$ cat src/rtl/sdram_arbiter2.sv
// Two-master Avalon-MM arbiter in front of a single SDRAM controller slave.
// Read ownership is tracked in a tag FIFO so that each readdatavalid beat returns to the master that issued it.
module sdram_arbiter2 #(
    parameter int ADDR_W     = 24,
    parameter int DATA_W     = 16,
    parameter int BE_W       = 2,
    parameter int MAX_PEND   = 8,
    parameter int FIXED_PRIO = 0
) (
    input  logic              clk_clk,
    input  logic              reset_reset_n,
    input  logic [ADDR_W-1:0] m0_address,
    input  logic [BE_W-1:0]   m0_byteenable_n,
    input  logic [DATA_W-1:0] m0_writedata,
    input  logic              m0_read_n,
    input  logic              m0_write_n,
    output logic [DATA_W-1:0] m0_readdata,
    output logic              m0_readdatavalid,
    output logic              m0_waitrequest,
    input  logic [ADDR_W-1:0] m1_address,
    input  logic [BE_W-1:0]   m1_byteenable_n,
    input  logic [DATA_W-1:0] m1_writedata,
    input  logic              m1_read_n,
    input  logic              m1_write_n,
    output logic [DATA_W-1:0] m1_readdata,
    output logic              m1_readdatavalid,
    output logic              m1_waitrequest,
    output logic [ADDR_W-1:0] sdram_s1_address,
    output logic [BE_W-1:0]   sdram_s1_byteenable_n,
    output logic              sdram_s1_chipselect,
    output logic [DATA_W-1:0] sdram_s1_writedata,
    output logic              sdram_s1_read_n,
    output logic              sdram_s1_write_n,
    input  logic [DATA_W-1:0] sdram_s1_readdata,
    input  logic              sdram_s1_readdatavalid,
    input  logic              sdram_s1_waitrequest,
    output logic              arb_error
);

    localparam int PTR_W = $clog2(MAX_PEND);
    localparam logic [PTR_W:0] FULL_CNT = (PTR_W+1)'(MAX_PEND);

    typedef enum logic [1:0] {ST_IDLE, ST_G0, ST_G1} state_t;

    state_t            r_state;
    state_t            w_nextState;
    logic              r_rrLast;
    logic              r_arbError;
    logic              r_tags [MAX_PEND];
    logic [PTR_W-1:0]  r_wrPtr;
    logic [PTR_W-1:0]  r_rdPtr;
    logic [PTR_W:0]    r_count;

    logic              w_req0, w_req1, w_rd0, w_rd1;
    logic              w_empty, w_pop, w_full, w_head;
    logic              w_readN, w_writeN, w_cs, w_accept, w_push;
    logic [ADDR_W-1:0] w_addr;
    logic [BE_W-1:0]   w_be;
    logic [DATA_W-1:0] w_wdata;

    // A master driving both strobes low is a write; its read is suppressed.
    assign w_req0  = !m0_read_n | !m0_write_n;
    assign w_req1  = !m1_read_n | !m1_write_n;
    assign w_rd0   = !m0_read_n & m0_write_n;
    assign w_rd1   = !m1_read_n & m1_write_n;

    // A same-cycle return frees a slot, so a read waiting on a full FIFO is released immediately.
    assign w_empty = (r_count == '0);
    assign w_pop   = sdram_s1_readdatavalid & !w_empty;
    assign w_full  = (r_count == FULL_CNT) & !w_pop;
    assign w_head  = r_tags[r_rdPtr];

    always_comb begin
        w_addr   = '0;
        w_be     = '0;
        w_wdata  = '0;
        w_readN  = 1'b1;
        w_writeN = 1'b1;
        case (r_state)
            ST_G0: begin
                w_addr   = m0_address;
                w_be     = m0_byteenable_n;
                w_wdata  = m0_writedata;
                w_writeN = m0_write_n;
                w_readN  = !(w_rd0 & !w_full);
            end
            ST_G1: begin
                w_addr   = m1_address;
                w_be     = m1_byteenable_n;
                w_wdata  = m1_writedata;
                w_writeN = m1_write_n;
                w_readN  = !(w_rd1 & !w_full);
            end
            default: ;
        endcase
    end

    assign w_cs     = !w_readN | !w_writeN;
    assign w_accept = w_cs & !sdram_s1_waitrequest;
    assign w_push   = w_accept & !w_readN;

    assign sdram_s1_address      = w_addr;
    assign sdram_s1_byteenable_n = w_be;
    assign sdram_s1_writedata    = w_wdata;
    assign sdram_s1_read_n       = w_readN;
    assign sdram_s1_write_n      = w_writeN;
    assign sdram_s1_chipselect   = w_cs;

    assign m0_waitrequest   = (r_state != ST_G0) | sdram_s1_waitrequest | (w_rd0 & w_full);
    assign m1_waitrequest   = (r_state != ST_G1) | sdram_s1_waitrequest | (w_rd1 & w_full);
    assign m0_readdata      = sdram_s1_readdata;
    assign m1_readdata      = sdram_s1_readdata;
    assign m0_readdatavalid = w_pop & !w_head;
    assign m1_readdatavalid = w_pop & w_head;
    assign arb_error        = r_arbError;

    always_comb begin
        w_nextState = r_state;
        case (r_state)
            ST_IDLE: begin
                if (w_req0 && w_req1)
                    w_nextState = (FIXED_PRIO == 0 && !r_rrLast) ? ST_G1 : ST_G0;
                else if (w_req0)
                    w_nextState = ST_G0;
                else if (w_req1)
                    w_nextState = ST_G1;
            end
            ST_G0: begin
                if (w_accept) begin
                    if (w_req1)
                        w_nextState = (FIXED_PRIO != 0 && w_req0) ? ST_G0 : ST_G1;
                    else if (!w_req0)
                        w_nextState = ST_IDLE;
                end else if (!w_req0) begin
                    w_nextState = w_req1 ? ST_G1 : ST_IDLE;
                end
            end
            ST_G1: begin
                if (w_accept) begin
                    if (w_req0)
                        w_nextState = ST_G0;
                    else if (!w_req1)
                        w_nextState = ST_IDLE;
                end else if (!w_req1) begin
                    w_nextState = w_req0 ? ST_G0 : ST_IDLE;
                end
            end
            default: w_nextState = ST_IDLE;
        endcase
    end

    always_ff @(posedge clk_clk or negedge reset_reset_n) begin
        if (!reset_reset_n) begin
            r_state    <= ST_IDLE;
            r_rrLast   <= 1'b0;
            r_arbError <= 1'b0;
            r_wrPtr    <= '0;
            r_rdPtr    <= '0;
            r_count    <= '0;
        end else begin
            r_state <= w_nextState;
            if (w_accept)
                r_rrLast <= (r_state == ST_G1);
            if (sdram_s1_readdatavalid && w_empty)
                r_arbError <= 1'b1;
            if (w_push)
                r_wrPtr <= r_wrPtr + 1'b1;
            if (w_pop)
                r_rdPtr <= r_rdPtr + 1'b1;
            case ({w_push, w_pop})
                2'b10:   r_count <= r_count + 1'b1;
                2'b01:   r_count <= r_count - 1'b1;
                default: ;
            endcase
        end
    end

    // Tag storage needs no reset: entries are only read between a push and its pop.
    always_ff @(posedge clk_clk) begin
        if (w_push)
            r_tags[r_wrPtr] <= (r_state == ST_G1);
    end

endmodule

$ cat config.mk
export PLATFORM = sky130hd
export DESIGN_NAME = sdram_arbiter2
export DESIGN_NICKNAME = d
export VERILOG_FILES = /design/src/rtl/sdram_arbiter2.sv
export SDC_FILE = /design/constraint.sdc
export NUM_CORES = 1
export LEC_CHECK = 0
export CORE_AREA = 2 2 89 91
export DETAILED_ROUTE_END_ITERATION = 7
export DIE_AREA = 0 0 91 93
export HOLD_SLACK_MARGIN = 0.15
export PLACE_DENSITY = 0.77
export SETUP_SLACK_MARGIN = 0.5
export SYNTH_ARGS = -nofsm -noshare
export SYNTH_HDL_FRONTEND = slang
export SYNTH_SLANG_ARGS = --single-unit
$ cat constraint.sdc
create_clock -name clk_clk -period 2.7 [get_ports clk_clk]
set_clock_uncertainty 0.05 [all_clocks]
set_input_delay 0.54 -clock clk_clk [delete_from_list [all_inputs] [get_ports clk_clk]]
set_output_delay 0.54 -clock clk_clk [all_outputs]
set_load 0.01 [all_outputs]
==> qor.yml <==
status:
  status: "completed"
setup_path:
  ff2ff_path_depth: 10
  crit_path_max_incr_delay_ns: 0.43
  crit_path_start_kind: "register"
  critPathMaxFanout: 4
  r2r_start: "r_count[2]"
  worstSetupPathType: "reg2reg"
  worstSetupEndpointType: "register"
  crit_chain: "or3_4, a2bb2oi_4, buf_6, o21ai_4, ha_4, ha_4, a21o_1, a21oi_2, mux2i_2, xnor2_1"
  rrSetupSlack_ns: 0.19
  cpMaxStageDelayCell: "or3_4"
  required_ns: 2.84
  crit_top_cell: "ha_4"
  cp_num_buf_inv: 1
  reg2reg_to: "r_count[3]"
  path_delay_family: "compound AO/OA/AOI/OAI gates"
  arrival_ns: 2.65
floorplan:
  dieArea_mm2: 0.008463
  fp.dieW_um: 91
  placementRows: 32
  core_mm2: 0.007527
  initial_utilization_pct: 28.08
  io_pins: 190
  dieHeight_um: 93
sta:
  fmax_mhz: 398.5
  setup_violations: 0
  rsz0062_at_grt: "yes"
  hold_violations: 0
  finalMaxSlewViolations: 0
  slew_headroom_pct: 52.63
  timing.final.crit_share_pct: 92.93
  worst_slew_pin_slew_ns: 0.7084
  tns_ns: 0
  period_needed_ns: 2.509
  whs_ns: 0.4446
flow_run:
  maxCapViolations: 0
yosys:
  yosys.area_share.adder_pct: 6.276
  synth_cells: 258
  synth_top_family_by_area: "compound AO/OA/AOI/OAI gates"
  yosys.area_share.simple_pct: 17.23
  syn_nets: 376
  syn_area_mm2: 0.002113
  synth_compound_area_share_pct: 24.57
  ys.flop_type: "dfrtp_1"
  synth_seq_cells: 22
  async_flop_share_pct: 63.64
  synth.distinct_cells: 42
  yosysWarnings: 0
  syn_avg_cell_area_um2: 8.191
  synthMuxAreaShare_pct: 5.092
  synth-xor-area-share_pct: 2.901
  yosysSeqAreaShare_pct: 27.95
  synth_edf_count: 8
layout:
  mostFrequentLayoutCell: "clkdlybuf4s50_1"
  seqCellArea_um2: 594.3
  multi_input_area_mm2: 0.001815
  diodes: 0
  n_fill_cell: 572
  mostFrequentLayoutCells: "87 x clkdlybuf4s50_1, 56 x buf_6, 35 x a22oi_2, 35 x nor2_4, 27 x buf_4"
  syn_to_final_growth_pct: 138.7
  drive_gt1_share_pct: 55.40
  nets: 545
min_path:
  holdPathStages: 1
  hold_end: "arb_error"
  hold_start: "arb_error"
  hp-class: "reg2reg"
routing:
  topRoutingLayerUsed: "met4"
  antenna_left: 0
  dr.first_iter.drc_count: 73
  via_count: 2640
  via_per_inst: 5.000
  routed_wl_mm: 9.741
  wire_per_inst_um: 18.45
  wl_met3_um: 567
  drt-met1-wl_mm: 3.364
  drt-pass1-iter-count: 4
  drc: 0
  route.met2.wl_mm: 5.728
clocking:
  cts_max_level: 1
  cts_hold_buf: 0
  clkSlewWorstSetupHoldPaths_ns: 0.08
  cts_made_buffers: 3
  clk_latency_ns: 0.26
  clock-root-buffer: "clkbuf_8"
  cts_tree: "yes"
  clock_sinks: 22
  clockBufferDepth: 2
power:
  power.leakage_nw: 1.934
  peakVddDrop_mv: 0.5241
  power.density_mw_per_mm2: 1311
placement:
  gp_congestion: 0.7998
  port_buffers: 141
  hpwl_mm: 5.709
grt:
  antenna_found_initial: 0
  grt_pass1_wl_mm: 14.09
  grt_pass1_vias: 2771
  grt_use_total_pct: 21.06
  grt_max_degree: 20
  overflow: 0
## flip-flops by register name, indices dropped and copies added (netlist names)
signal,flops
arb_error,1
r_state,2
r_rrLast,1
r_count,4
r_tags,8
r_rdPtr,3
r_wrPtr,3
## cells by family after synthesis
kind of cell | Yosys count
and+or+nand+nor | 84
AOI/OAI and AO/OA | 69
buffers and inverters | 58
DFF | 22
adders and majority gates | 10
muxes | 8
xor gates and xnor gates | 7
## Yosys cell counts (2+ instances only)
cell type,count,area share (%)
xnor2_1,6,2.5
dfrtp_1,14,17
o211ai_1,5,1.8
nand4_1,2,0.59
clkbuf_1,13,2.3
nor4_1,2,0.59
inv_1,10,1.8
mux4_2,2,2.1
edfxtp_1,8,11
ha_1,9,5.3
mux2i_1,4,1.9
a21o_1,2,0.71
and2_1,2,0.59
nand2_1,12,2.1
nand2b_1,5,1.5
nor2_1,52,9.2
nor3_1,4,0.95
o21ai_0,6,1.4
buf_1,2,0.36
a22oi_1,42,15
a21oi_1,4,0.95
buf_4,32,11
## metal layers
layer / global-route usage (%) / vias to the layer above
met5: 0 / -
met1: 22.22 / 1286
met2: 42.04 / 115
met3: 4.190 / 8
li1: - / 1231
met4: 5.808 / 0
## what timing repair did
action / in CTS / in global routing
setup buffers: 31 / 9
pin swaps: 47 / 40
endpoints found under the hold margin: 0 / 0
endpoints found under the setup margin: 53 / 60
cloned: 11 / 0
gates resized for setup: 299 / 117
## final cells by class
type	count	area share (%)
timing repair buffer	211	47.06
tap	102	2.530
inverter	11	1.216
clock buffer	3	0.8187
clock inverter	1	0.5954
sequential	22	11.78
multi-input combinational	178	36.00
## worst max path at each step
stage | start | to | slack (ns) | depth (start not counted)
2_1_floorplan | r_count[1] | r_count[3] | 0.34 | 9
3_3_place_gp | m0_write_n | r_count[3] | -0.07 | 10
3_5_place_dp | m0_write_n | r_count[3] | -0.22 | 10
4_1_cts | r_count[1] | r_count[3] | 0.21 | 10
5_1_grt | r_count[2] | r_count[3] | 0.11 | 10
6_report | r_count[2] | r_count[3] | 0.19 | 10
## through the flow
stage | utilization (%) | setup slack [ns] | total power, mW | cells | cell area, µm²
6_report | 67.00 | 0.1908 | 6.612 | 528 | 5044
5_1_grt | 67.00 | 0.1081 | 6.945 | 528 | 5044
4_1_cts | 59.72 | 0.2102 | 5.624 | 519 | 4496
3_5_place_dp | 47.97 | -0.2151 | 3.439 | 473 | 3611
3_3_place_gp | 47.97 | -0.07130 | 3.364 | 473 | 3611
2_1_floorplan | - | 0.3445 | 2.197 | 258 | 2193
## report_power, final
group,internal [mW],switching [mW]
registers,0.495,0.149
logic,3.19,2.47
clock network,0.198,0.110
No activity file was read; power rests on OpenSTA's default activity.
